### config.mk
export PLATFORM = sky130hd
export DESIGN_NAME = pixel_write_buffer_flat
export DESIGN_NICKNAME = d
export VERILOG_FILES = /design/src/rtl/pixel_write_buffer_if.sv /design/src/rtl/pixel_write_buffer.sv /design/src/flat_wrapper.sv
export SDC_FILE = /design/constraint.sdc
export NUM_CORES = 1
export LEC_CHECK = 0
export CORE_AREA = 2 2 183 230
export DETAILED_ROUTE_END_ITERATION = 8
export DIE_AREA = 0 0 185 232
export PLACE_DENSITY = 0.78
export SYNTH_ARGS = -nofsm -noshare
export SYNTH_HDL_FRONTEND = slang
export SYNTH_SLANG_ARGS = --single-unit
### constraint.sdc
create_clock -name clk -period 4.1 [get_ports clk]
set_clock_uncertainty 0.1 [all_clocks]
set_input_delay 0.82 -clock clk [delete_from_list [all_inputs] [get_ports clk]]
set_output_delay 0.82 -clock clk [all_outputs]
set_load 0.01 [all_outputs]
### src/rtl/pixel_write_buffer_if.sv
// Framebuffer write port: address/data/write-enable offered by the buffer,
// accepted by the memory side with mem_ready.
interface pixel_write_buffer_if #(
    parameter int ADDR_W  = 17,
    parameter int COLOR_W = 12
);
    logic [ADDR_W-1:0]  mem_addr;
    logic [COLOR_W-1:0] mem_data;
    logic               mem_we;
    logic               mem_ready;

    modport master (output mem_addr, output mem_data, output mem_we, input mem_ready);
    modport slave  (input mem_addr, input mem_data, input mem_we, output mem_ready);
endinterface

### src/rtl/pixel_write_buffer.sv
// Clips and linearises the view-mux pixel stream, buffers it in a FIFO and
// drains it to the framebuffer; also runs full-screen clear fills.
module pixel_write_buffer #(
    parameter int DEPTH   = 16,
    parameter int H_RES   = 320,
    parameter int V_RES   = 240,
    parameter int COLOR_W = 12,
    parameter int ADDR_W  = 17
) (
    input  logic                     clk,
    input  logic                     reset,
    input  logic [8:0]               in_x,
    input  logic [7:0]               in_y,
    input  logic [COLOR_W-1:0]       in_color,
    input  logic                     in_write,
    input  logic                     clear_req,
    input  logic [COLOR_W-1:0]       clear_color,
    pixel_write_buffer_if.master     mem,
    output logic [$clog2(DEPTH):0]   fifo_count,
    output logic                     overflow,
    output logic [7:0]               clip_count,
    output logic                     clear_done,
    output logic                     busy
);
    localparam int PTR_W = $clog2(DEPTH);
    localparam int ENTRY_W = ADDR_W + COLOR_W;
    localparam logic [ADDR_W-1:0] LAST_ADDR = ADDR_W'(H_RES * V_RES - 1);
    localparam logic [PTR_W:0] FULL_CNT = (PTR_W + 1)'(DEPTH);
    localparam logic [PTR_W:0] ONE_CNT  = (PTR_W + 1)'(1);

    typedef enum logic [1:0] {IDLE, DRAIN, CLR_WAIT, CLEAR} state_t;

    state_t state, state_nxt;

    logic [8:0]          s1_x;
    logic [7:0]          s1_y;
    logic [COLOR_W-1:0]  s1_color;
    logic                s1_write;
    logic                s1_clip;
    logic [ADDR_W-1:0]   s1_addr;
    logic [ADDR_W-1:0]   y_ext;

    logic [ENTRY_W-1:0]  fifo_mem [DEPTH];
    logic [PTR_W-1:0]    wr_ptr, rd_ptr;
    logic [PTR_W:0]      count;
    logic [ENTRY_W-1:0]  head;
    logic                push, push_ok, pop, full, empty;

    logic [ADDR_W-1:0]   clr_cnt;
    logic [COLOR_W-1:0]  clr_color;
    logic                clr_last;
    logic                take_clear;

    logic [ADDR_W-1:0]   addr_o;
    logic [COLOR_W-1:0]  data_o;
    logic                we_o;

    always_ff @(posedge clk or posedge reset) begin
        if (reset) begin
            s1_x     <= '0;
            s1_y     <= '0;
            s1_color <= '0;
            s1_write <= 1'b0;
            s1_clip  <= 1'b0;
        end else begin
            s1_x     <= in_x;
            s1_y     <= in_y;
            s1_color <= in_color;
            s1_write <= in_write;
            s1_clip  <= (32'(in_x) >= H_RES) || (32'(in_y) >= V_RES);
        end
    end

    // y*320 as (y<<8)+(y<<6) keeps the address path multiplier-free
    assign y_ext   = ADDR_W'(s1_y);
    assign s1_addr = (y_ext << 8) + (y_ext << 6) + ADDR_W'(s1_x);

    assign full    = (count == FULL_CNT);
    assign empty   = (count == '0);
    assign push    = s1_write && !s1_clip;
    assign push_ok = push && (!full || pop);
    assign head    = fifo_mem[rd_ptr];

    always_ff @(posedge clk) begin
        if (push_ok) begin
            fifo_mem[wr_ptr] <= {s1_addr, s1_color};
        end
    end

    always_ff @(posedge clk or posedge reset) begin
        if (reset) begin
            wr_ptr     <= '0;
            rd_ptr     <= '0;
            count      <= '0;
            overflow   <= 1'b0;
            clip_count <= '0;
        end else begin
            if (push_ok) wr_ptr <= wr_ptr + 1'b1;
            if (pop)     rd_ptr <= rd_ptr + 1'b1;
            case ({push_ok, pop})
                2'b10:   count <= count + 1'b1;
                2'b01:   count <= count - 1'b1;
                default: count <= count;
            endcase
            if (push && !push_ok) overflow <= 1'b1;
            if (s1_write && s1_clip && clip_count != 8'hFF) clip_count <= clip_count + 1'b1;
        end
    end

    assign take_clear = clear_req && (state == IDLE || state == DRAIN);
    assign clr_last   = (clr_cnt == LAST_ADDR);

    always_ff @(posedge clk or posedge reset) begin
        if (reset) begin
            clr_cnt   <= '0;
            clr_color <= '0;
        end else begin
            if (take_clear) clr_color <= clear_color;
            if (state == CLEAR && mem.mem_ready) begin
                clr_cnt <= clr_last ? '0 : clr_cnt + 1'b1;
            end
        end
    end

    always_ff @(posedge clk or posedge reset) begin
        if (reset) state <= IDLE;
        else       state <= state_nxt;
    end

    always_comb begin
        state_nxt = state;
        unique case (state)
            IDLE: begin
                if (clear_req)   state_nxt = CLR_WAIT;
                else if (!empty) state_nxt = DRAIN;
            end
            DRAIN: begin
                if (clear_req)                                state_nxt = CLR_WAIT;
                else if (pop && count == ONE_CNT && !push_ok) state_nxt = IDLE;
            end
            CLR_WAIT: begin
                if (empty) state_nxt = CLEAR;
            end
            CLEAR: begin
                if (mem.mem_ready && clr_last) state_nxt = empty ? IDLE : DRAIN;
            end
            default: state_nxt = IDLE;
        endcase
    end

    // Pixels buffered during CLEAR are held back until the fill completes
    always_comb begin
        we_o       = 1'b0;
        addr_o     = '0;
        data_o     = '0;
        pop        = 1'b0;
        clear_done = 1'b0;
        unique case (state)
            DRAIN, CLR_WAIT: begin
                if (!empty) begin
                    we_o   = 1'b1;
                    addr_o = head[ENTRY_W-1:COLOR_W];
                    data_o = head[COLOR_W-1:0];
                    pop    = mem.mem_ready;
                end
            end
            CLEAR: begin
                we_o       = 1'b1;
                addr_o     = clr_cnt;
                data_o     = clr_color;
                clear_done = mem.mem_ready && clr_last;
            end
            default: ;
        endcase
    end

    assign mem.mem_we   = we_o;
    assign mem.mem_addr = addr_o;
    assign mem.mem_data = data_o;
    assign fifo_count   = count;
    assign busy         = !empty || (state != IDLE);
endmodule

### src/flat_wrapper.sv
// flat-port wrapper written by rule: the top's interface ports become plain ports
module pixel_write_buffer_flat 
#(
    parameter int DEPTH   = 16,
    parameter int H_RES   = 320,
    parameter int V_RES   = 240,
    parameter int COLOR_W = 12,
    parameter int ADDR_W  = 17
)
  (clk, reset, in_x, in_y, in_color, in_write, clear_req, clear_color, fifo_count, overflow, clip_count, clear_done, busy, mem_mem_addr, mem_mem_data, mem_mem_we, mem_mem_ready);
  pixel_write_buffer_if #(.ADDR_W(ADDR_W), .COLOR_W(COLOR_W)) mem_i ();
  input  logic clk;
  input  logic reset;
  input  logic [8:0] in_x;
  input  logic [7:0] in_y;
  input  logic [COLOR_W-1:0] in_color;
  input  logic in_write;
  input  logic clear_req;
  input  logic [COLOR_W-1:0] clear_color;
  output logic [$clog2(DEPTH):0] fifo_count;
  output logic overflow;
  output logic [7:0] clip_count;
  output logic clear_done;
  output logic busy;
  output wire logic [$bits(mem_i.mem_addr)-1:0] mem_mem_addr;
  output wire logic [$bits(mem_i.mem_data)-1:0] mem_mem_data;
  output wire logic [$bits(mem_i.mem_we)-1:0] mem_mem_we;
  input wire logic [$bits(mem_i.mem_ready)-1:0] mem_mem_ready;
  assign mem_mem_addr = mem_i.mem_addr;
  assign mem_mem_data = mem_i.mem_data;
  assign mem_mem_we = mem_i.mem_we;
  assign mem_i.mem_ready = mem_mem_ready;
  pixel_write_buffer #(.DEPTH(DEPTH), .H_RES(H_RES), .V_RES(V_RES), .COLOR_W(COLOR_W), .ADDR_W(ADDR_W)) u_core (.clk(clk), .reset(reset), .in_x(in_x), .in_y(in_y), .in_color(in_color), .in_write(in_write), .clear_req(clear_req), .clear_color(clear_color), .mem(mem_i), .fifo_count(fifo_count), .overflow(overflow), .clip_count(clip_count), .clear_done(clear_done), .busy(busy));
endmodule
Yosys cells after proc, flatten, opt, wreduce, memory -nomap -nowiden
Memories as Yosys holds them, arrays and structs flattened.
Cells that the tools add are included.
{ "word_totals": {"register_bits": 84, "ramBits": 464, "inputBits": 46, "out_inout_bits": 46, "memories": 1} }
{ "memory_table": {"columns": ["memory", "words", "word_bits", "rd", "rd_ports_with_merged_regs", "wr", "line", "text"], "rows": [
  ["u_core.fifo_mem", 16, 29, 1, 0, 1, "pixel_write_buffer.sv:43", "logic [ENTRY_W-1:0] fifo_mem [DEPTH];"]
]} }
{ "classes": {"add_sub_neg": 8, "order_cmp": 2, "n_eq_ne": 13, "muxes": 21, "n_reduce_logical": 24} }
{ "op_table": {"columns": ["cell", "n"], "rows": [
  ["17-bit 2-to-1 mux", 2],
  ["17-bit one-hot mux with 2 select lines", 1],
  ["12-bit one-hot mux with 2 select lines", 1],
  ["16-bit by 14-bit adder with 17-bit output", 1],
  ["17-bit by 1-bit adder with 17-bit output (second input constant)", 1],
  ["17-bit by 9-bit adder with 17-bit output", 1],
  ["17-bit == test (second input constant)", 1],
  ["12-bit 2-to-1 mux", 1],
  ["2-bit 2-to-1 mux", 6],
  ["1-bit logical AND", 10],
  ["5-bit one-hot mux with 2 select lines", 1],
  ["9-bit >= comparator (second input constant)", 1],
  ["4-bit by 1-bit adder with 4-bit output (second input constant)", 2],
  ["8-bit by 1-bit adder with 8-bit output (second input constant)", 1],
  ["8-bit >= comparator (second input constant)", 1],
  ["8-bit != test (second input constant)", 1],
  ["2-bit one-hot mux with 4 select lines", 1],
  ["1-bit 2-to-1 mux", 7],
  ["2-bit == test (second input constant)", 3],
  ["3-bit != test (second input constant)", 2],
  ["5-bit by 1-bit adder with 5-bit output (second input constant)", 1],
  ["5-bit by 1-bit == test with 1-bit output (second input constant)", 1],
  ["5-bit == test (second input constant)", 1],
  ["5-bit logical NOT", 1],
  ["11 further kinds", 19]
]} }

Depth between registers and ports, before layout
Gate-level depths: netlist (run 1).
{ "depth": {"ltp_word": 10, "depth_mapped": 9, "ltp_nobuf": 9} }

Worst setup path after synthesis (run 1)
No wires, ideal clock.
{ "synth_timing": {"path_kind": "register to register", "from": "register u_core.s1_y[0]", "to": "memory u_core.fifo_mem[0][26] (netlist bit), data pin", "setup_ns": 0.489, "arrival_time_ns": 3.360, "slack_ns": 0.152, "stages_incl_launch_ff": 8, "n_path_buf": 0, "period_less_slack_ns": 3.948, "path_cell_list": "dfrtp_1 > fa_1 > ha_1 > a21o_1 > a21oi_1 > o21ai_1 > mux2i_1 > a2111oi_0"} }
{ "synth_between": {"elab_chain_cells": 2} }
{ "synth_rtl": {"columns": ["item", "line", "text"], "rows": [
  ["from (decl)", "pixel_write_buffer.sv:36", "logic [7:0] s1_y;"],
  ["from (signal assigned)", "pixel_write_buffer.sv:67", "s1_y <= in_y;"],
  ["16-bit by 14-bit adder with 17-bit output", "pixel_write_buffer.sv:76", "assign s1_addr = (y_ext << 8) + (y_ext << 6) + ADDR_W'(s1_x);"],
  ["17-bit by 9-bit adder with 17-bit output", "pixel_write_buffer.sv:76", null],
  ["named net u_core.s1_addr[14]", "pixel_write_buffer.sv:40", "logic [ADDR_W-1:0] s1_addr;"],
  ["to (decl)", "pixel_write_buffer.sv:43", null]
]} }
The timed path passes the listed nets, and every way through them passes these cells.

Worst setup path in the final report (run 1)
{ "layout_timing": {"from": "register u_core.count[0] (netlist: u_core.fifo_count[0])", "to": "output mem_mem_data[8]"} }
{ "layout_between": {"elab_chain_cells": 3} }
{ "layout_rtl": {"columns": ["item", "line", "text"], "rows": [
  ["from (decl)", "pixel_write_buffer.sv:45", "logic [PTR_W:0] count;"],
  ["from (signal assigned)", "pixel_write_buffer.sv:101", "2'b10: count <= count + 1'b1;"],
  ["from (signal assigned)", "pixel_write_buffer.sv:102", "2'b01: count <= count - 1'b1;"],
  ["from (signal assigned)", "pixel_write_buffer.sv:103", "default: count <= count;"],
  ["5-bit logical NOT", "pixel_write_buffer.sv:79", "assign empty = (count == '0);"],
  ["12-bit 2-to-1 mux", "pixel_write_buffer.sv:160", "if (!empty) begin"],
  ["12-bit one-hot mux with 2 select lines", "pixel_write_buffer.sv:158", "unique case (state)"],
  ["to (decl)", "flat_wrapper.sv:26", "output wire logic [$bits(mem_i.mem_data)-1:0] mem_mem_data;"]
]} }
Every way passes these cells.

==> results.sh, run 1 <==
export IMPL_die_y_um=232
export IMPL_dieArea_um2=42900
export IMPL_power_frac_comb_pct=32.7
export IMPL_antenna_found_initial=0
export IMPL_whs_endpoint="u_core.clip_count[6]"
export IMPL_drt_iter0_markers=1220
export IMPL_final_cell_mix="464 x edfxtp_1, 116 x mux4_2, 88 x clkdlybuf4s50_1, 79 x dfrtp_1, 61 x mux2i_1"
export IMPL_htree_levels=2
export IMPL_clk_pin_slew_ns=0.06
export IMPL_r2r_start="u_core.s1_y[0]"
export IMPL_synth_ff_type="edfxtp_1"
export IMPL_ys_types=52
export IMPL_yosysTopAreaCellShare_pct=64.1
export IMPL_slew_headroom_pct=15.0
export IMPL_required_ns=3.18
export IMPL_crit_fanout=14
export IMPL_area_growth_pct=17.6
export IMPL_slowest_stage="or4b_4"
export IMPL_async_flop_share_pct=15.3
export IMPL_hold_depth=1
export IMPL_path_cells="inv_2, ha_4, or4b_4, nand4b_1, buf_4, clkbuf_16, o22ai_1, a21o_1, clkdlybuf4s50_1"
export IMPL_final_common_cell="edfxtp_1"
export IMPL_io_pins=92
export IMPL_period_share_pct=97.2
export IMPL_fill_cells=2777
export IMPL_ant_nets=0
export IMPL_cts_sinks=548
export IMPL_synth_fa_ha_area_share_pct=2.03
export IMPL_leakage_nw=8.78
export IMPL_synth_edf_count=464
export IMPL_synthCells=1105
export IMPL_power_internal_w=0.0122
export IMPL_hp_class="flop to flop"
export IMPL_tns_ns=0
export IMPL_swShare_pct=30.0
export IMPL_n_antenna_cell=0
export IMPL_clk_latency_ns=0.57
export IMPL_critPathCaptureType="primary output"
export IMPL_min_from="u_core.clip_count[6]"
export IMPL_synth_compound_area_share_pct=2.55
export IMPL_synth_xor_area_share_pct=1.49
export IMPL_p_seq_share_pct=40.8
export IMPL_grt_pass1_wl_um=70600
export IMPL_p_sw_w=0.00525
export IMPL_p_clk_share_pct=26.6
export IMPL_cts_buffer_depth=3
export IMPL_critPathArrivalTime_ns=3.06
export IMPL_synth_simple_area_share_pct=3.36
export IMPL_drc=0
export IMPL_die_x_um=185
export IMPL_via_per_inst=5.98
export IMPL_overflow=0
export IMPL_slew_violations=0
export IMPL_via_count=11105
export IMPL_ys_seq_area_share_pct=73.7
export IMPL_rsz0062_at_grt="false"
export IMPL_muxShareOfSynthArea_pct=15.7
export IMPL_r2r_cells=8
export IMPL_synth_top_family_by_area="multiplexers"
export IMPL_syn_nets=1185
export IMPL_status="finished clean"
export IMPL_r2r_end="u_core.fifo_mem[11][27]"
export IMPL_multi_input_area_um2=5500
export IMPL_yosys_top_cells_area="edfxtp_1 64%, mux4_2 12%, dfrtp_1 9.7%"
export IMPL_cp_start_kind="flop"
export IMPL_cts_tree="yes"
export IMPL_reg2reg_slack_ns=0.60
export IMPL_peakVddDrop_v=0.000339
export IMPL_cts_hold_buf=0
export IMPL_port_buffers=91
export IMPL_seq_area_um2=16000
export IMPL_synth_seq_cells=548
export IMPL_slowest_delay_ns=0.48
export IMPL_dr_pass1_iters=5
export IMPL_worst_pin_slew_ns=1.27
export IMPL_wl_um=47900
export IMPL_maxCapViolCount=0
export IMPL_grt_pass1_vias=11530
export IMPL_grtUsageTotal_pct=22.7
export IMPL_final_net_count=1346
export IMPL_synth_top_area_cell="edfxtp_1"
export IMPL_max_freq_mhz=251
export IMPL_layout_drive_gt1_share_pct=23.3
export IMPL_crit_type="flop to primary output"
export IMPL_min_period_ns=3.98
export IMPL_synthesis_area_um2=21700
export IMPL_start_util_pct=53.4
export IMPL_synth_avg_cell_area_um2=19.7
export IMPL_numCtsBuffers=50
export IMPL_rows=83
export IMPL_finalInstanceArea_um2=25600
export IMPL_clock_tree_root_cell="clkbuf_16"
export IMPL_setup_viol=0
export IMPL_power_density_nw_per_um2=684
export IMPL_core_um2=40700
export IMPL_hold_violations=0
export IMPL_grt_start_max_net_pins=63
export IMPL_gp_congestion=0.806
export IMPL_dp_hpwl_um=27600
export IMPL_place_area_um2=23800
export IMPL_synth_warnings=0
export IMPL_post_drt_wl_per_cell_um=25.8
==> metrics by stage <==
| step | hold WS (ns) | setup slack [ns] | power, W | instances | utilization [%] |
|---|---|---|---|---|---|
| after detailed placement | 0.374 | 0.468 | 0.0127 | 1756 | 58.3 |
| after global placement | 0.371 | 0.562 | 0.0126 | 1756 | 58.3 |
| final | 0.396 | 0.115 | 0.0175 | 1858 | 62.8 |
| after floorplan | 0.356 | 0.152 | 0.0105 | 1105 | - |
| after global routing | 0.417 | 0.00521 | 0.0182 | 1858 | 62.8 |
| after CTS | 0.392 | 0.00440 | 0.0174 | 1849 | 62.5 |
==> cell families (layout without fill, tap and decap cells) <==
| kind of cell | count (synthesis) | after routing |
|---|---|---|
| flip-flops | 548 | 548 |
| multiplexers | 193 | 193 |
| AND/OR/NAND/NOR | 141 | 141 |
| AO/OA/AOI/OAI | 92 | 92 |
| buffers and inverters | 60 | 261 |
| XOR/XNOR | 37 | 37 |
| adder cells (fa/ha/maj) | 34 | 34 |
==> what timing repair did <==
| item | CTS | global route |
|---|---|---|
| endpoints found under the setup margin | 7 | 23 |
| gates resized for setup | 8 | 5 |
| cloned | 0 | 1 |
| setup buffers | 1 | 8 |
==> flip-flops by register name (all words and copies together), names as in the netlist <==
name               count
u_core.fifo_mem      464
u_core.clr_cnt        17
u_core.clr_color      12
u_core.s1_color       12
u_core.s1_x            9
u_core.clip_count      8
u_core.s1_y            8
u_core.fifo_count      5
u_core.rd_ptr          4
u_core.wr_ptr          4
u_core.state           2
u_core.overflow        1
u_core.s1_clip         1
u_core.s1_write        1
==> worst max-delay path, delay by kind of cell (launching register included) <==
kind / cells / cell delay, ns
buf+inv: 4 / 0.95
simple gates: 2 / 0.66
flops: 1 / 0.45
compound gates: 2 / 0.28
fa+ha+maj: 1 / 0.15
==> power groups by stage <==
stage	Combinational (W)	Clock, W	Sequential (W)
finish	0.00571	0.00465	0.00712
detailed placement	0.00544	0	0.00725
global placement	0.00537	0	0.00721
global route	0.00611	0.00492	0.00717
floorplan	0.00353	0	0.00699
CTS	0.00554	0.00471	0.00714
==> layer usage <==
metal	track usage, %	vias to the layer above	wire (um)	part of all wire (%)
li1	-	4753	-	-
met1	30.3	5738	18100	38
met2	38.8	527	24900	52
met3	3.32	87	3600	7.5
met4	7.07	0	1310	2.7
met5	0	-	0	0
==> synthesized netlist by cell type (all sizes together), types with 15 or more instances <==
cell type and count:
a21oi 28, and2 17, buf 26, clkbuf 18, dfrtp 84, edfxtp 464
ha 32, inv 16, mux2 16, mux2i 61, mux4 116, nand2 27
nand4 15, nor2 45, o21ai 38, xnor2 29
==> layout make-up <==
class | count | area share, %
Timing Repair Buffer | 153 | 6.30
Inverter | 16 | 0.245
Clock buffer | 63 | 5.36
Multi-Input combinational cell | 497 | 21.5
Tap cell | 552 | 2.70
Sequential cell | 548 | 62.8
Clock inverter | 29 | 1.11
==> worst max-delay path by stage <==
stage / startpoint / end / slack [ns] / cells after the start
global placement: u_core.fifo_count[0] / mem_mem_addr[12] / 0.56 / 9
detailed placement: u_core.fifo_count[0] / mem_mem_addr[12] / 0.47 / 9
finish: u_core.fifo_count[0] / mem_mem_data[8] / 0.12 / 9
floorplan: u_core.s1_y[0] / u_core.fifo_mem[0][26] / 0.15 / 7
CTS: u_core.fifo_count[1] / mem_mem_addr[14] / 0.004 / 9
global route: u_core.fifo_count[0] / mem_mem_data[8] / 0.005 / 9
(Power assumes the default switching activity.)
==> run 2, diff against run 1 <==
--- a/config.mk
+++ b/config.mk
@@ -5,10 +5,11 @@
 export SDC_FILE = /design/constraint.sdc
 export NUM_CORES = 1
 export LEC_CHECK = 0
-export CORE_AREA = 2 2 183 230
+export CORE_AREA = 2 2 244 307
 export DETAILED_ROUTE_END_ITERATION = 8
-export DIE_AREA = 0 0 185 232
-export PLACE_DENSITY = 0.78
+export DIE_AREA = 0 0 246 309
+export PLACE_DENSITY = 0.51
+export SKIP_LAST_GASP = 1
 export SYNTH_ARGS = -nofsm -noshare
 export SYNTH_HDL_FRONTEND = slang
 export SYNTH_SLANG_ARGS = --single-unit
==> results.sh, run 2 (synthesized netlist as in run 1, its figures left out) <==
export IMPL_grt_pass1_wl_um=78500
export IMPL_r2r_start="u_core.state[0]"
export IMPL_grt_pass1_vias=11636
export IMPL_startpoint="u_core.fifo_count[0]"
export IMPL_regMostFlops="u_core.fifo_mem"
export IMPL_slowest_stage="clkdlybuf4s50_1"
export IMPL_n_antenna_cell=0
export IMPL_max_freq_mhz=248
export IMPL_port_buffers=91
export IMPL_cts_buffer_depth=3
export IMPL_rsz0062_at_grt="true"
export IMPL_htree_levels=2
export IMPL_drt_iter0_markers=848
export IMPL_status="finished clean"
export IMPL_slowest_delay_ns=0.51
export IMPL_post_drt_wl_per_cell_um=24.0
export IMPL_layout_drive_gt1_share_pct=23.5
export IMPL_antenna_found_initial=1
export IMPL_final_cell_mix="464 x edfxtp_1, 116 x mux4_2, 81 x dfrtp_1, 72 x clkdlybuf4s50_1, 60 x mux2i_1"
export IMPL_peakVddDrop_v=0.000372
export IMPL_die_y_um=309
export IMPL_slew_headroom_pct=33.1
export IMPL_die_x_um=246
export IMPL_critPathCaptureType="primary output"
export IMPL_reg2reg_slack_ns=1.05
export IMPL_numCtsBuffers=55
export IMPL_cts_hold_buf=0
export IMPL_crit_fanout=15
export IMPL_dieArea_um2=76000
export IMPL_final_net_count=1355
export IMPL_hold_violations=0
export IMPL_grt_start_max_net_pins=63
export IMPL_path_cells="inv_1, ha_4, or4b_4, nand4b_1, buf_4, buf_12, nor2_1, a21oi_1, o21ai_1, clkdlybuf4s50_1"
export IMPL_gp_congestion=0.746
export IMPL_clk_latency_ns=0.61
export IMPL_cts_tree="yes"
export IMPL_crit_type="flop to primary output"
export IMPL_largest_reg_flops=464
export IMPL_critPathArrivalTime_ns=3.11
export IMPL_rows=111
export IMPL_via_per_inst=4.80
export IMPL_core_um2=72900
export IMPL_overflow=0
export IMPL_period_share_pct=98.3
export IMPL_dp_hpwl_um=31700
export IMPL_dr_pass1_iters=5
export IMPL_required_ns=3.18
export IMPL_drc=0
export IMPL_start_util_pct=29.8
export IMPL_r2r_cells=8
export IMPL_worst_pin_slew_ns=1.00
export IMPL_power_density_nw_per_um2=687
export IMPL_area_growth_pct=21.2
export IMPL_maxCapViolCount=0
export IMPL_clk_pin_slew_ns=0.06
export IMPL_hold_slack_ns=0.394
export IMPL_critPathCapture="mem_mem_addr[11]"
export IMPL_via_count=10960
export IMPL_wl_um=54700
export IMPL_clock_tree_root_cell="clkbuf_16"
export IMPL_io_pins=92
export IMPL_cp_start_kind="flop"
export IMPL_hp_class="flop to flop"
export IMPL_setup_viol=0
export IMPL_ant_nets=0
export IMPL_top_regs="u_core.fifo_mem: 464 flops, u_core.clr_cnt: 17 flops"
export IMPL_leakage_nw=9.08
export IMPL_cts_sinks=548
export IMPL_slew_violations=0
export IMPL_final_common_cell="edfxtp_1"
export IMPL_grtUsageTotal_pct=14.2
export IMPL_finalPower_w=0.0181
export IMPL_fill_cells=6799
export IMPL_min_period_ns=4.03
export IMPL_finish_utilization_pct=36.1
export IMPL_r2r_end="u_core.fifo_mem[0][26]"
[run 2: timing repair]
| action | CTS | global route |
|---|---|---|
| endpoints found under the setup margin | 29 | 26 |
| cloned | 0 | 3 |
| resized for setup | 9 | 19 |
| buffers inserted | 3 | 5 |
[run 2: worst min path at each step]
stage                     slack, ns  depth (start not counted)              endpoint                 start
after floorplan                0.36                          1    u_core.clr_cnt[16]    u_core.clr_cnt[16]
after CTS                      0.39                          1  u_core.clip_count[4]  u_core.clip_count[4]
final                          0.39                          1  u_core.clip_count[4]  u_core.clip_count[4]
after global routing           0.40                          1  u_core.clip_count[4]  u_core.clip_count[4]
after detailed placement       0.39                          1  u_core.clip_count[4]  u_core.clip_count[4]
after global placement         0.38                          1  u_core.clip_count[4]  u_core.clip_count[4]
[run 2: worst max-delay path, delay by kind of cell (launching register included)]
family,cells,cell delay [ns]
AO/OA/AOI/OAI,2,0.27
flip-flops,1,0.38
AND/OR/NAND/NOR,3,0.71
buffers and inverters,4,0.96
adder cells (fa/ha/maj),1,0.17
[run 2: layout make-up]
| type | count | area (um2) | share of cell area [%] |
|---|---|---|---|
| clock buffer | 68 | 1430 | 5.41 |
| clock inverter | 35 | 299 | 1.13 |
| inverter | 16 | 62.6 | 0.237 |
| multi-input combinational | 497 | 5520 | 21.0 |
| sequential | 548 | 16000 | 60.9 |
| tap | 960 | 1200 | 4.56 |
| timing repair buffer | 157 | 1790 | 6.80 |
[run 2: through the flow]
step                area, um2  cells  setup TNS [ns]  setup slack [ns]
finish                  26300   2281               0            0.0712
CTS                     26200   2273         -0.0286           -0.0163
detailed placement      24400   2167               0             0.418
floorplan               21700   1105               0             0.152
global placement        24400   2167               0             0.473
global route            26300   2281         -0.0829           -0.0581
[run 2: per-layer routing]
metal	part of all wire, %	vias to the layer above	track usage, %
li1	-	4786	-
met1	43	5811	18.7
met2	50	267	24.2
met3	4.3	96	2.13
met4	3.1	0	4.55
met5	0	-	0
[run 2: power breakdown]
part           total, W  switching, W  internal (W)
Combinational   0.00611       0.00314       0.00298
Clock           0.00489       0.00215       0.00273
Sequential      0.00710      0.000454       0.00665
